### src/rtl/rf_ctrl_pkg.sv
// Shared encodings and instruction field positions for the register-file port controller.
package rf_ctrl_pkg;
  localparam int RS_LSB   = 21;
  localparam int RT_LSB   = 16;
  localparam int RD_LSB   = 11;
  localparam int ZERO_REG = 0;

  typedef enum logic [2:0] {
    ST_IDLE, ST_READ, ST_OPS, ST_WAIT_RES, ST_WSETUP, ST_WSTROBE, ST_WHOLD, ST_DONE
  } state_t;

  typedef enum logic [1:0] {
    WS_IDLE, WS_SETUP, WS_STROBE, WS_HOLD
  } ws_state_t;
endpackage

### src/rtl/rf_write_seq.sv
// Setup/strobe/hold write sequencer: address and data are frozen one cycle before
// the single-cycle registered write enable and stay frozen for HOLD_CYCLES after it.
module rf_write_seq
  import rf_ctrl_pkg::*;
#(
  parameter int DATA_W      = 8,
  parameter int ADDR_W      = 5,
  parameter int HOLD_CYCLES = 1
) (
  input  logic              i_clock,
  input  logic              i_reset,
  input  logic              i_start,
  input  logic [ADDR_W-1:0] i_addr,
  input  logic [DATA_W-1:0] i_data,
  output logic [ADDR_W-1:0] o_rf_rd,
  output logic [DATA_W-1:0] o_rf_wd,
  output logic              o_rf_we,
  output logic              o_busy,
  output logic              o_fin
);
  localparam int CNT_W = $clog2(HOLD_CYCLES + 1);

  ws_state_t         r_state;
  ws_state_t         w_next;
  logic [ADDR_W-1:0] r_addr;
  logic [DATA_W-1:0] r_data;
  logic              r_we;
  logic [CNT_W-1:0]  r_cnt;
  logic              w_fin;

  always_comb begin
    w_next = r_state;
    w_fin  = 1'b0;
    case (r_state)
      WS_IDLE:   if (i_start) w_next = WS_SETUP;
      WS_SETUP:  w_next = WS_STROBE;
      WS_STROBE: w_next = WS_HOLD;
      WS_HOLD: begin
        if (r_cnt == '0) begin
          w_fin  = 1'b1;
          w_next = WS_IDLE;
        end
      end
      default:   w_next = WS_IDLE;
    endcase
  end

  always_ff @(posedge i_clock) begin
    if (i_reset) begin
      r_state <= WS_IDLE;
      r_addr  <= '0;
      r_data  <= '0;
      r_we    <= 1'b0;
      r_cnt   <= '0;
    end else begin
      r_state <= w_next;
      // Enable is a flop so it can only rise/fall on edges where addr/data are already frozen.
      r_we    <= (w_next == WS_STROBE);
      if (r_state == WS_IDLE && i_start) begin
        r_addr <= i_addr;
        r_data <= i_data;
      end
      if (r_state == WS_STROBE)
        r_cnt <= CNT_W'(HOLD_CYCLES - 1);
      else if (r_state == WS_HOLD && r_cnt != '0)
        r_cnt <= r_cnt - 1'b1;
    end
  end

  assign o_rf_rd = r_addr;
  assign o_rf_wd = r_data;
  assign o_rf_we = r_we;
  assign o_busy  = (r_state != WS_IDLE);
  assign o_fin   = w_fin;
endmodule

### src/rtl/regfile_port_ctrl.sv
// Initiator side of the 32x8 register-file port: operand read, operand latch,
// result wait and a protected setup/strobe/hold writeback.
module regfile_port_ctrl
  import rf_ctrl_pkg::*;
#(
  parameter int DATA_W      = 8,
  parameter int ADDR_W      = 5,
  parameter int HOLD_CYCLES = 1
) (
  input  logic              i_clock,
  input  logic              i_reset,
  input  logic              i_instr_valid,
  input  logic [31:0]       i_instr,
  input  logic              i_instr_dst_rd,
  input  logic              i_instr_wb,
  output logic              o_instr_ready,
  output logic [DATA_W-1:0] o_op_a,
  output logic [DATA_W-1:0] o_op_b,
  output logic              o_operands_valid,
  input  logic              i_result_valid,
  input  logic [DATA_W-1:0] i_result,
  output logic              o_done,
  output logic [ADDR_W-1:0] o_rf_rs,
  output logic [ADDR_W-1:0] o_rf_rt,
  output logic [ADDR_W-1:0] o_rf_rd,
  output logic [DATA_W-1:0] o_rf_wd,
  output logic              o_rf_we,
  input  logic [DATA_W-1:0] i_rf_rd1,
  input  logic [DATA_W-1:0] i_rf_rd2
);
  state_t            r_state;
  state_t            w_next;
  logic [ADDR_W-1:0] r_rs;
  logic [ADDR_W-1:0] r_rt;
  logic [ADDR_W-1:0] r_dest;
  logic              r_wb;
  logic [DATA_W-1:0] r_op_a;
  logic [DATA_W-1:0] r_op_b;
  logic              r_opv;
  logic              w_ws_start;
  logic              w_ws_busy;
  logic              w_ws_fin;
  logic              w_dest_zero;
  logic              w_unused_instr;

  assign w_unused_instr = ^{i_instr[31:26], i_instr[10:0]};
  assign w_dest_zero    = (r_dest == ADDR_W'(ZERO_REG));
  // $0 is hardwired, so a writeback aimed at it is dropped rather than strobed.
  assign w_ws_start     = (r_state == ST_WAIT_RES) && r_wb && i_result_valid &&
                          !w_dest_zero && !w_ws_busy;

  always_comb begin
    w_next = r_state;
    case (r_state)
      ST_IDLE:     if (i_instr_valid) w_next = ST_READ;
      ST_READ:     w_next = ST_OPS;
      ST_OPS:      w_next = ST_WAIT_RES;
      ST_WAIT_RES: begin
        if (!r_wb)
          w_next = ST_DONE;
        else if (i_result_valid)
          w_next = w_dest_zero ? ST_DONE : ST_WSETUP;
      end
      ST_WSETUP:   w_next = ST_WSTROBE;
      ST_WSTROBE:  w_next = ST_WHOLD;
      ST_WHOLD:    if (w_ws_fin) w_next = ST_DONE;
      ST_DONE:     w_next = ST_IDLE;
      default:     w_next = ST_IDLE;
    endcase
  end

  always_ff @(posedge i_clock) begin
    if (i_reset) begin
      r_state <= ST_IDLE;
      r_rs    <= '0;
      r_rt    <= '0;
      r_dest  <= '0;
      r_wb    <= 1'b0;
      r_op_a  <= '0;
      r_op_b  <= '0;
      r_opv   <= 1'b0;
    end else begin
      r_state <= w_next;
      r_opv   <= (r_state == ST_OPS);
      if (r_state == ST_IDLE && i_instr_valid) begin
        r_rs   <= i_instr[RS_LSB +: ADDR_W];
        r_rt   <= i_instr[RT_LSB +: ADDR_W];
        r_dest <= i_instr_dst_rd ? i_instr[RD_LSB +: ADDR_W] : i_instr[RT_LSB +: ADDR_W];
        r_wb   <= i_instr_wb;
      end
      if (r_state == ST_OPS) begin
        r_op_a <= i_rf_rd1;
        r_op_b <= i_rf_rd2;
      end
    end
  end

  rf_write_seq #(
    .DATA_W      (DATA_W),
    .ADDR_W      (ADDR_W),
    .HOLD_CYCLES (HOLD_CYCLES)
  ) u_wseq (
    .i_clock (i_clock),
    .i_reset (i_reset),
    .i_start (w_ws_start),
    .i_addr  (r_dest),
    .i_data  (i_result),
    .o_rf_rd (o_rf_rd),
    .o_rf_wd (o_rf_wd),
    .o_rf_we (o_rf_we),
    .o_busy  (w_ws_busy),
    .o_fin   (w_ws_fin)
  );

  assign o_instr_ready    = (r_state == ST_IDLE);
  assign o_done           = (r_state == ST_DONE);
  assign o_op_a           = r_op_a;
  assign o_op_b           = r_op_b;
  assign o_operands_valid = r_opv;
  assign o_rf_rs          = r_rs;
  assign o_rf_rt          = r_rt;
endmodule
### config.mk
export PLATFORM = sky130hd
export DESIGN_NAME = regfile_port_ctrl
export DESIGN_NICKNAME = d
export VERILOG_FILES = /design/src/rtl/rf_ctrl_pkg.sv /design/src/rtl/rf_write_seq.sv /design/src/rtl/regfile_port_ctrl.sv
export SDC_FILE = /design/constraint.sdc
export NUM_CORES = 1
export LEC_CHECK = 0
export CORE_UTILIZATION = 40
export DETAILED_ROUTE_END_ITERATION = 8
export PLACE_DENSITY = 0.87
export SETUP_SLACK_MARGIN = 0.1
export SKIP_LAST_GASP = 1
export SLEW_MARGIN = 10
export SYNTH_ARGS = -nofsm -noshare
export SYNTH_HDL_FRONTEND = slang
export SYNTH_SLANG_ARGS = --single-unit
### constraint.sdc
create_clock -name i_clock -period 2.2 [get_ports i_clock]
set_clock_uncertainty 0.2 [all_clocks]
set_input_delay 0.33 -clock i_clock [delete_from_list [all_inputs] [get_ports i_clock]]
set_output_delay 0.33 -clock i_clock [all_outputs]
set_load 0.01 [all_outputs]
---- After elaboration in Yosys (flattened, before gate mapping) ----
Index checks and enable logic that the tools add are counted.
storage, ports and cells
  memories ................................ 0
  memory bits (writable) .................. 0
  bits in read-only memories .............. 0
  bits in latches ......................... 0
  input bits .............................. 62
  flip-flop bits (word level) ............. 53
cells by class
  add/subtract/negate cells ............... 1
  multipliers ............................. 0
  mux-type cells .......................... 12
  reduce and logical (&&, ||, !) cells .... 15
  div/mod/pow operators ................... 0
  magnitude comparators ................... 0
  shifts and indexed selects .............. 0
  equality and inequality tests ........... 14
  bitwise gates (word level) .............. 0
operators by type and width
  kind                   number
  $pmux W3 S8            1
  $eq A3 B3 Y1 const B   4
  $mux W3                4
  $pmux W2 S4            1
  $logic_and A1 B1 Y1    7
  $eq A2 B2 Y1 const B   3
  $eq A3 B2 Y1 const B   2
  $mux W2                3
  $logic_not A5 Y1       1
  $mux W5                1
  $eq A3 B1 Y1 const B   1
  $logic_not A3 Y1       1
  $ne A3 B3 Y1 const B   1
  $reduce_and A3 Y1      1
  $eq A2 B1 Y1 const B   1
  $logic_not A1 Y1       2
  $logic_not A2 Y1       1
  $mux W1                2
  $ne A2 B1 Y1 const B   1
  $ne A2 B2 Y1 const B   1
  $reduce_bool A2 Y1     1
  $reduce_or A2 Y1       1
  $sub A1 B1 Y1 const B  1

---- Logic depth before layout (Yosys ltp) ----
  depth in word-level cells ............... 8
  depth in mapped cells ................... 6
  mapped depth without buffers ............ 4

---- Cells and area by module ----
Synthesis repeated with hierarchy kept, for this count alone.
unflattened totals
  cell total of the unflattened synthesis .. 246
  area total of the unflattened synthesis .. 2105.8 sq um
modules (own cells, without submodules)
  module             area an instance (sq um)  cells an instance  sequential area each (sq um)  times used
  regfile_port_ctrl  1495.2                    174                720.7                         1
  rf_write_seq       610.6                     72                 340.3                         1

---- Worst setup path after synthesis ----
OpenSTA, ideal clock, no wires.
  path kind ............................... flip-flop to flip-flop
  start point ............................. register r_state[1]
  end point ............................... register r_dest[3]
  cell stages (with the launch flop) ...... 7
  arrival ................................. 1.401 ns
  buffers on the path ..................... 2
  slack ................................... 0.514 ns
  cell sequence ........................... dfxtp_1 -> buf_2 -> nor3_1 -> and2_1 -> buf_4 -> nor2_1 -> a211oi_1
between the ends
  cells in the longest elaborated chain, start to end .. 2
ends and longest elaborated chain
  element                  RTL line                 source
  start, declared          regfile_port_ctrl.sv:31  state_t r_state;
  start signal, assigned   regfile_port_ctrl.sv:83  r_state <= w_next;
  $logic_not A3 Y1         --
  named net o_instr_ready  regfile_port_ctrl.sv:16  output logic o_instr_ready,
  $logic_and A1 B1 Y1      regfile_port_ctrl.sv:85  if (r_state == ST_IDLE && i_instr_valid) begin
  end signal, assigned     regfile_port_ctrl.sv:88  r_dest <= i_instr_dst_rd ? i_instr[RD_LSB +: ADDR_W] : i_instr[RT_LSB +: ADDR_W];
  end, declared            regfile_port_ctrl.sv:35  logic [ADDR_W-1:0] r_dest;
The timed path passes the listed nets, and every way through them passes these cells.
A chain may end at the register's enable or synchronous reset.

---- Final worst setup path ----
  start point ............................. register r_state[2]
  end point ............................... output port o_done
between the ends
  cells in the longest elaborated chain, start to end .. 1
ends and longest elaborated chain
  element        RTL line                  source
  $eq A3 B3 Y1   regfile_port_ctrl.sv:116  assign o_done = (r_state == ST_DONE);
  end, declared  regfile_port_ctrl.sv:22   output logic o_done,
Every way passes these cells.

==> reports/results.ini <==
[run_status]
outcome = finished clean

[logic_synthesis]
synth.area.top_cells = dfxtp_1, nand2_1, mux2i_1
synth_edf_count = 0
yosysTopAreaCell = dfxtp_1
yosys_warnings = 0
yosysUniqueCellTypes = 35
synth_fp_nets = 305
ys_ff_latch = 53
syn_area_um2 = 2143
synthArstFlopShare_pct = 0
synth.top_cell.area_share_pct = 49.50
ys_seq_area_share_pct = 49.50
synth.most_common_cell = nand2_1
synth_area_per_cell_um2 = 8.820
syn_inst = 243
ys.flop_type = dfxtp_1
synthTopCellsByCount = nand2_1, dfxtp_1, a21oi_1

[finish]
final_nets = 386
final_util_pct = 62.03
antenna_cells = 0
regArea_um2 = 1072
fill_cells = 480
finalNonFillerCells = 395
drive_above_1_share_pct = 7.692
area_growth_pct = 48.74
multiInputGateArea_um2 = 1002

[global_routing]
grt_max_degree = 47
antenna_found_initial = 0
grtUsageTotal_pct = 16.37
grt_pass1_vias = 1688
grt_pass1_wl_um = 7051
grt_remaining_overflow = 0

[power_and_ir_drop]
pwr_density_cell_nw_per_um2 = 681.1
leakagePower_nw = 1.123
power_mw = 2.171
ir_drop_mv = 0.3854

[routing]
wl_per_cell_um = 11.62
num_vias = 1854
drt_iter0_markers = 52
routed_via_density = 4.694
ant_nets = 0
totalWireLength_um = 4591
dr.pass1.iters = 4
drcViolationCount = 0

[die]
die_area_um2 = 5655
core_area_um2 = 5140
fp-row-count = 26
die_w_um = 75.20
initial_core_util_pct = 41.70
die_h_um = 75.20
io-pin-count = 105

[worst_setup_path]
path_cells = and3_1 > clkdlybuf4s50_1
cp_top_family = buffers and inverters
path_buf_inv = 1
crit_required_ns = 1.67
critPathMaxStageDelay_ns = 0.55
crit_fanout = 11
worst-endpoint-arrival_ns = 1.48
worstSetupEndpointType = output port
crit_slowest_cell = clkdlybuf4s50_1
cp-start-kind = flip-flop
critPathKind = flip-flop to output port

[sta]
tightest_slew_ns = 0.6677
finalHoldViolations = 0
fin_crit_ns = 2.010
setup_viol = 0
finalSetupTns_ns = 0
rsz0062_at_grt = no
clock.fmax_mhz = 497.4
finalCritPeriodShare_pct = 91.38
slew_viol_final = 0
relSlewSlack_pct = 55.49

[placed_design]
dpl.hpwl_um = 3300
port_buffers = 87
placed_cells = 387
routabilityCongestion = 0.8051

[clock_tree]
insertion_delay_ns = 0.30
post_cts_buffers = 0
clockRootBuffer = clkbuf_8
clk_pin_slew_worst_paths_ns = 0.09
cts_sinks = 53
htreeDepth = 2
cts_buffer_depth = 2
postCtsHoldBufs = 0
cts_tree = yes
cts_buffers = 5

[run]
drv_cap = 0

[worst_hold_path]
hp-class = flip-flop to flip-flop

routing by layer:
metal,vias up,GRT usage [%],share of wire (%)
li1,962,-,-
met1,832,18.30,44
met2,53,29.03,48
met3,7,4.953,7.2
met4,0,6.790,1.2
met5,-,0,0
state kept, by name (all words and copies together) (netlist names):
signal / count
u_wseq.o_rf_rd: 5
u_wseq.r_state: 2
u_wseq.o_rf_wd: 8
u_wseq.o_rf_we: 1
o_rf_rt: 5
o_operands_valid: 1
o_op_b: 8
u_wseq.r_cnt: 1
r_wb: 1
o_rf_rs: 5
r_dest: 5
r_state: 3
o_op_a: 8
cells in the final DEF (no fill, tap or decap), drive strengths merged, types with 2 or more instances in the layout:
master / count
clkdlybuf4s50: 85
dfxtp: 53
nor3: 4
a21oi: 28
nand2b: 25
o21ai: 2
buf: 6
nor4: 2
mux2i: 18
nand2: 58
a211oi: 5
nor3b: 3
nor2: 12
clkbuf: 7
metrics by stage:
stage          hold slack, ns  setup slack, ns  instance area (um^2)
2_1_floorplan          0.2281           0.5135                  2143
3_3_place_gp           0.2376           0.3372                  3047
3_5_place_dp           0.2463           0.2544                  3047
4_1_cts                0.2583           0.1266                  3172
5_1_grt                0.2789           0.1070                  3188
6_report               0.2557           0.1896                  3188
what timing repair did:
action                                  4_1_cts  5_1_grt
gates resized for setup                       4        5
endpoints found under the hold margin         0        0
endpoints found under the setup margin        2        2
final timing paths:
path / start / endpoint / slack (ns) / depth (start not counted)
worst max-delay path: r_state[2] / o_done / 0.19 / 2
worst min register to register: o_op_b[7] / o_op_b[7] / 0.26 / 2
worst max register to register: r_dest[1] / u_wseq.r_state[0] / 0.38 / 5
worst min-delay path: o_op_b[7] / o_op_b[7] / 0.26 / 2
power breakdown:
group          internal [mW]  switching [mW]
registers               1.02          0.0536
clock network          0.371           0.294
logic                  0.239           0.189
worst min-delay path, stage by stage (launching register included):
cell and delay, ns:
dfxtp_1 0.31, nand2_1 0.05, a21oi_1 0.05
kinds of logic (layout without fill, tap and decap cells):
family | after synthesis | count (layout) | share of synthesized area (%)
AND/OR/NAND/NOR | 114 | 114 | 26.97
buffers and inverters | 19 | 101 | 4.261
AO/OA/AOI/OAI | 39 | 39 | 10.86
flip-flops | 53 | 53 | 49.50
multiplexers | 18 | 18 | 8.406
cell type report:
cell class | count | area share [%]
inverter | 1 | 0.1177
sequential | 53 | 33.63
tap | 70 | 2.747
timing repair buffer | 92 | 28.41
clock inverter | 1 | 0.9419
clock buffer | 7 | 2.708
multi-input combinational | 171 | 31.44
No activity file was read; power rests on OpenSTA's default activity.
